### src/rtl/spi_slave_shift.sv
// spi_slave_shift: SPI target shift engine running entirely in the sys_clock domain.
// The block oversamples sclk, cs_n and mosi. It deserialises mosi into words and
// serialises a single-entry buffered transmit word onto miso.
//
// Ports:
//   sys_clock, reset_n   system clock (rising edge) and async active-low reset
//   clock_mode[1:0]      {CPOL, CPHA}, latched when synchronised cs_n falls
//   sclk, cs_n, mosi     asynchronous SPI inputs
//   miso                 serial data out (0 while idle)
//   tx_data/tx_valid     parallel transmit word in; tx_ready = buffer empty
//   tx_underrun          1-cycle pulse: a load found the buffer empty
//   rx_data/rx_valid     last received word, rx_valid pulses once per word
//   busy                 synchronised cs_n is low
//
// Build option: define SPI_SLAVE_LSB_FIRST_EN to shift LSB first on both rx and tx.
// By default both directions shift MSB first.
module spi_slave_shift #(
  parameter int unsigned DATA_WIDTH  = 8,
  parameter int unsigned SYNC_STAGES = 2
) (
  input  logic                  sys_clock,
  input  logic                  reset_n,
  input  logic [1:0]            clock_mode,
  input  logic                  sclk,
  input  logic                  cs_n,
  input  logic                  mosi,
  output logic                  miso,
  input  logic [DATA_WIDTH-1:0] tx_data,
  input  logic                  tx_valid,
  output logic                  tx_ready,
  output logic                  tx_underrun,
  output logic [DATA_WIDTH-1:0] rx_data,
  output logic                  rx_valid,
  output logic                  busy
);

  localparam int unsigned CNT_W = $clog2(DATA_WIDTH);
  localparam logic [CNT_W-1:0] LAST_BIT = CNT_W'(DATA_WIDTH - 1);

  typedef enum logic {IDLE, ACTIVE} state_t;
  state_t state_q, state_d;

  logic [SYNC_STAGES-1:0] sclk_sync, cs_sync, mosi_sync;
  logic                   sclk_d, cs_d;
  logic                   sclk_s, cs_s, mosi_s;
  logic                   sclk_rise, sclk_fall, cs_fall, cs_rise;
  logic                   lead_edge, trail_edge, sample_edge, shift_edge;

  logic [1:0]             mode_q;
  logic [CNT_W-1:0]       bit_cnt;
  logic                   done_q;
  logic [DATA_WIDTH-1:0]  rx_shift, rx_next;
  logic [DATA_WIDTH-1:0]  tx_shift, tx_shifted, tx_buf;
  logic                   buf_full, tx_out;
  logic                   load, do_sample, do_shift, abort, wr;

  // Input synchronisers plus one extra registered copy for edge detection.
  always_ff @(posedge sys_clock or negedge reset_n) begin
    if (!reset_n) begin
      sclk_sync <= '0;
      cs_sync   <= '1;
      mosi_sync <= '0;
      sclk_d    <= 1'b0;
      cs_d      <= 1'b1;
    end else begin
      sclk_sync <= {sclk_sync[SYNC_STAGES-2:0], sclk};
      cs_sync   <= {cs_sync[SYNC_STAGES-2:0], cs_n};
      mosi_sync <= {mosi_sync[SYNC_STAGES-2:0], mosi};
      sclk_d    <= sclk_sync[SYNC_STAGES-1];
      cs_d      <= cs_sync[SYNC_STAGES-1];
    end
  end

  assign sclk_s    = sclk_sync[SYNC_STAGES-1];
  assign cs_s      = cs_sync[SYNC_STAGES-1];
  assign mosi_s    = mosi_sync[SYNC_STAGES-1];
  assign sclk_rise = sclk_s & ~sclk_d;
  assign sclk_fall = ~sclk_s & sclk_d;
  assign cs_fall   = ~cs_s & cs_d;
  assign cs_rise   = cs_s & ~cs_d;

  assign lead_edge   = mode_q[1] ? sclk_fall : sclk_rise;
  assign trail_edge  = mode_q[1] ? sclk_rise : sclk_fall;
  assign sample_edge = mode_q[0] ? trail_edge : lead_edge;
  assign shift_edge  = mode_q[0] ? lead_edge : trail_edge;

`ifdef SPI_SLAVE_LSB_FIRST_EN
  assign rx_next    = {mosi_s, rx_shift[DATA_WIDTH-1:1]};
  assign tx_shifted = {1'b0, tx_shift[DATA_WIDTH-1:1]};
  assign tx_out     = tx_shift[0];
`else
  assign rx_next    = {rx_shift[DATA_WIDTH-2:0], mosi_s};
  assign tx_shifted = {tx_shift[DATA_WIDTH-2:0], 1'b0};
  assign tx_out     = tx_shift[DATA_WIDTH-1];
`endif

  assign wr       = tx_valid & ~buf_full;
  assign tx_ready = ~buf_full;
  assign busy     = ~cs_s;
  assign miso     = (state_q == ACTIVE) ? tx_out : 1'b0;

  always_ff @(posedge sys_clock or negedge reset_n) begin
    if (!reset_n) state_q <= IDLE;
    else          state_q <= state_d;
  end

  always_comb begin
    state_d   = state_q;
    load      = 1'b0;
    do_sample = 1'b0;
    do_shift  = 1'b0;
    abort     = 1'b0;
    case (state_q)
      IDLE: begin
        if (cs_fall) begin
          state_d = ACTIVE;
          // CPHA=0 must present the first bit before the first sclk edge.
          load    = ~clock_mode[0];
        end
      end
      ACTIVE: begin
        if (cs_rise) begin
          state_d = IDLE;
          abort   = 1'b1;
        end else begin
          do_sample = sample_edge;
          if (shift_edge) begin
            // CPHA=0 reloads on the trailing edge right after the last sample.
            // CPHA=1 reloads on the leading edge of each new word.
            if (mode_q[0] ? (bit_cnt == '0) : done_q) load = 1'b1;
            else                                       do_shift = 1'b1;
          end
        end
      end
      default: state_d = IDLE;
    endcase
  end

  always_ff @(posedge sys_clock or negedge reset_n) begin
    if (!reset_n) begin
      mode_q      <= '0;
      bit_cnt     <= '0;
      done_q      <= 1'b0;
      rx_shift    <= '0;
      rx_data     <= '0;
      rx_valid    <= 1'b0;
      tx_shift    <= '0;
      tx_buf      <= '0;
      buf_full    <= 1'b0;
      tx_underrun <= 1'b0;
    end else begin
      rx_valid    <= 1'b0;
      tx_underrun <= 1'b0;

      if (state_q == IDLE && cs_fall) begin
        mode_q  <= clock_mode;
        bit_cnt <= '0;
        done_q  <= 1'b0;
      end

      if (abort) begin
        bit_cnt <= '0;
        done_q  <= 1'b0;
      end

      if (do_sample) begin
        rx_shift <= rx_next;
        if (bit_cnt == LAST_BIT) begin
          bit_cnt  <= '0;
          rx_data  <= rx_next;
          rx_valid <= 1'b1;
          done_q   <= 1'b1;
        end else begin
          bit_cnt <= bit_cnt + CNT_W'(1);
        end
      end

      if (load || do_shift) done_q <= 1'b0;

      // An empty buffer with a write in the same cycle bypasses the write straight into the shifter.
      if (load) begin
        if (buf_full) begin
          tx_shift <= tx_buf;
          buf_full <= 1'b0;
        end else if (tx_valid) begin
          tx_shift <= tx_data;
        end else begin
          tx_shift    <= '0;
          tx_underrun <= 1'b1;
        end
      end else if (do_shift) begin
        tx_shift <= tx_shifted;
      end

      if (wr && !load) begin
        tx_buf   <= tx_data;
        buf_full <= 1'b1;
      end
    end
  end

endmodule

### config.mk
export PLATFORM = sky130hd
export DESIGN_NAME = spi_slave_shift
export DESIGN_NICKNAME = d
export VERILOG_FILES = /design/src/rtl/spi_slave_shift.sv
export SDC_FILE = /design/constraint.sdc
export NUM_CORES = 1
export LEC_CHECK = 0
export CAP_MARGIN = 15
export CORE_MARGIN = 3
export CORE_UTILIZATION = 30
export DETAILED_ROUTE_END_ITERATION = 8
export GPL_ROUTABILITY_DRIVEN = 1
export PLACE_DENSITY = 0.6
export REMOVE_ABC_BUFFERS = 1
export SYNTH_ARGS = -nofsm -noshare
export SYNTH_HDL_FRONTEND = slang
export SYNTH_SLANG_ARGS = --single-unit
### constraint.sdc
create_clock -name sys_clock -period 2.4 [get_ports sys_clock]
set_clock_uncertainty 0.05 [all_clocks]
set_input_delay 0.6 -clock sys_clock [delete_from_list [all_inputs] [get_ports sys_clock]]
set_output_delay 0.6 -clock sys_clock [all_outputs]
set_load 0.005 [all_outputs]
==> key figures <==
Worst setup path
  • Critical path fanouts, max: 11
  • WP data arrival: around 1400 ps
  • R2R depth: 6
  • Setup CP Type: reg -> out
  • CP Launch Type: flop
  • Crit path required time: 1750 ps
  • Worst setup EP type: primary output

Synthesis
  • Post-synth EDFFs: 0
  • Syn_area_per_cell: around 14 sq um
  • Yosys Warn Count: 0
  • Dominant synthesized flop cell: dfrtp_1
  • Cells after Synth: 158
  • Sequential-to-total area share from yosys stat: 57.5%
  • Netlist cell types: 29
  • Yosys reg bits: 49
  • Async SR Flop Fraction: between 90% and 100%
  • Mapped cell area: 0.00214 sq mm

CTS
  • Clock sink total: between 40 and 50
  • Root buf cell: clkbuf_8
  • H-tree lvl count: 2
  • Num CTS Buffers: 5
  • Clk_lat worst skew: 300 ps
  • Post-CTS setup buffers: 0
  • Clock buffer depth: 2
  • Worst-path clk slew: 80 ps
  • CTS Hold Bufs: 0
  • PostCTS Resize Cnt: 0
  • TritonCTS clock tree: yes

Status
  • Status: finished clean

Floorplanning
  • Core Box Area: 0.00687 sq mm
  • I/O Pins: 29
  • Die area: 0.00818 sq mm
  • Starting density of the core: 31.1%
  • Die Y: 90.4 um
  • Die width: around 90 um
  • Rows: 30

Placement
  • Detailed placer's ending HPWL: 2870 um
  • RePlAce Congestion: roughly 0.78
  • Placed inst area: approximately 0.0026 sq mm
  • IO Port Bufs: 28

Routing
  • Iteration-0 DRC Markers: 64
  • Wire length on met1: about 2000 um
  • Metal3 WL: 90 um
  • Detail Route Antenna Nets: 0
  • Top sig layer: met4
  • Vias/cell: about 4.6
  • Final Routed Wirelength: 4000 um
  • Drt wl/cell: 13.7 um
  • Drt pass-1 iters: 4
  • Detailed-route via count: 1350
  • Residual DRC: 0
  • Met2 WL: 1880 um

Timing
  • Worst Tran Pin Value: 567 ps
  • Setup TNS: 0 ps
  • Final setup fails: 0
  • RSZ-0062 raised after global routing: no
  • Slew Limit Fails: 0
  • Tmin final: 2040 ps
  • Fin. Hold Viols: 0
  • Slew headroom: roughly 62%
  • Fmax: ~490 MHz
  • Final worst path period share: 85.1%

GRT
  • Total track usage: 10.6%
  • Remaining global-route overflow: 0
  • Largest net degree at the start of global routing: 27
  • Global-route wire length before repair: 7010 um
  • Antenna violations before repair: 0
  • Vias in the first global route: between 1000 and 1500

Cells and area
  • Area growth, synth to finish: 25.8%
  • Most common cell after layout, fill and taps aside: dfrtp_1
  • Antenna Cells: 0
  • Most frequent cells in the layout: dfrtp_1 (46), clkdlybuf4s50_1 (27), mux2_2 (25)
  • Share of cells above drive strength 1: 26.4%
  • Post-route cell area: 0.00269 sq mm
  • Nets: between 200 and 250

Power
  • Cell Pwr Density: 878 mW/mm^2
  • Worst vdd ir: 0.302 mV
  • LEAKAGE: about 1.2 nW

Worst hold path
  • Tightest Hold Check Type: in -> async

Job
  • MaxCap Viol Count: 0
sequential cells by signal, indices dropped and copies added, names as in the netlist:
| register | flops |
|---|---|
| bit_cnt | 3 |
| buf_full | 1 |
| cs_d | 1 |
| cs_sync | 2 |
| done_q | 1 |
| mode_q | 2 |
| mosi_sync | 2 |
| rx_data | 8 |
| rx_shift | 7 |
| rx_valid | 1 |
| sclk_d | 1 |
| sclk_sync | 2 |
| state_q | 1 |
| tx_buf | 8 |
| tx_shift | 8 |
| tx_underrun | 1 |
cell type report:
cell class	count	area, sq um
clock buffer	7	96.3
clock inverter	1	5.00
fill	688	4180
inverter	6	22.5
multi-input combinational	97	861
sequential	49	1230
tap	96	120
timing repair buffer	37	355
path summary, 6_finish.rpt:
kind | start | end | slack (ps)
max | buf_full | tx_ready | 360
min | reset_n | mode_q[0] | 240
max reg2reg | bit_cnt[0] | tx_buf[6] | 440
min reg2reg | sclk_sync[0] | sclk_sync[1] | 300
max in group asynchronous | reset_n | rx_shift[5] | 1530
min in group sys_clock | sclk_sync[0] | sclk_sync[1] | 300
worst max-delay path: stages, from the launching register on:
cell	delay [ps]
dfrtp_1	510
inv_1	100
clkdlybuf4s50_1	490
metal layers:
metal	vias to the layer above	global-route usage, %
met5	-	0
met4	0	2.68
met3	4	2.92
met2	19	15.9
met1	681	15.1
li1	646	-
metrics by stage:
step                total power [W]  util [%]  setup slack [ps]  hold WS [ps]  std cells
global route                0.00252      39.2               259           271        293
finish                      0.00236      39.2               359           241        293
detailed placement          0.00186      37.7               318           287        285
global placement            0.00185      37.7               360           285        285
floorplan                   0.00165         -               195           254        152
CTS                         0.00240      39.2               337           254        293
cell families (layout without fill, tap and decap cells):
| kind of cell | Yosys count | after routing | synth area share (%) |
|---|---|---|---|
| AOI/OAI and AO/OA | 30 | 30 | 11.9 |
| xor gates and xnor gates | 1 | 1 | 0.761 |
| adders and majority gates | 4 | 4 | 2.22 |
| buffers and inverters | 12 | 51 | 2.22 |
| DFF | 49 | 49 | 57.5 |
| muxes | 37 | 37 | 19.1 |
| and+or+nand+nor | 25 | 25 | 6.20 |
where the power goes:
part           total, W  leakage, nW  switching (W)  internal [W]
registers       0.00118        0.616       0.000139       0.00104
clock network  0.000525       0.0542       0.000264      0.000261
logic          0.000659        0.498       0.000280      0.000379
total           0.00236         1.17       0.000683       0.00168
cells in the mapped netlist, drive strengths merged (2+ instances only):
master,count,area [sq um]
mux2i,12,128
nor3b,2,15.0
inv,6,22.5
dfrtp,46,1150
dfstp,3,78.8
a22o,8,70.1
ha,3,37.5
mux2,25,282
nor2b,5,31.3
nand2,9,33.8
clkbuf,4,15.0
and2,3,18.8
nor2,3,13.8
buf,2,10.0
o211ai,15,113
Note: power is estimated with default switching activity, not from simulation.
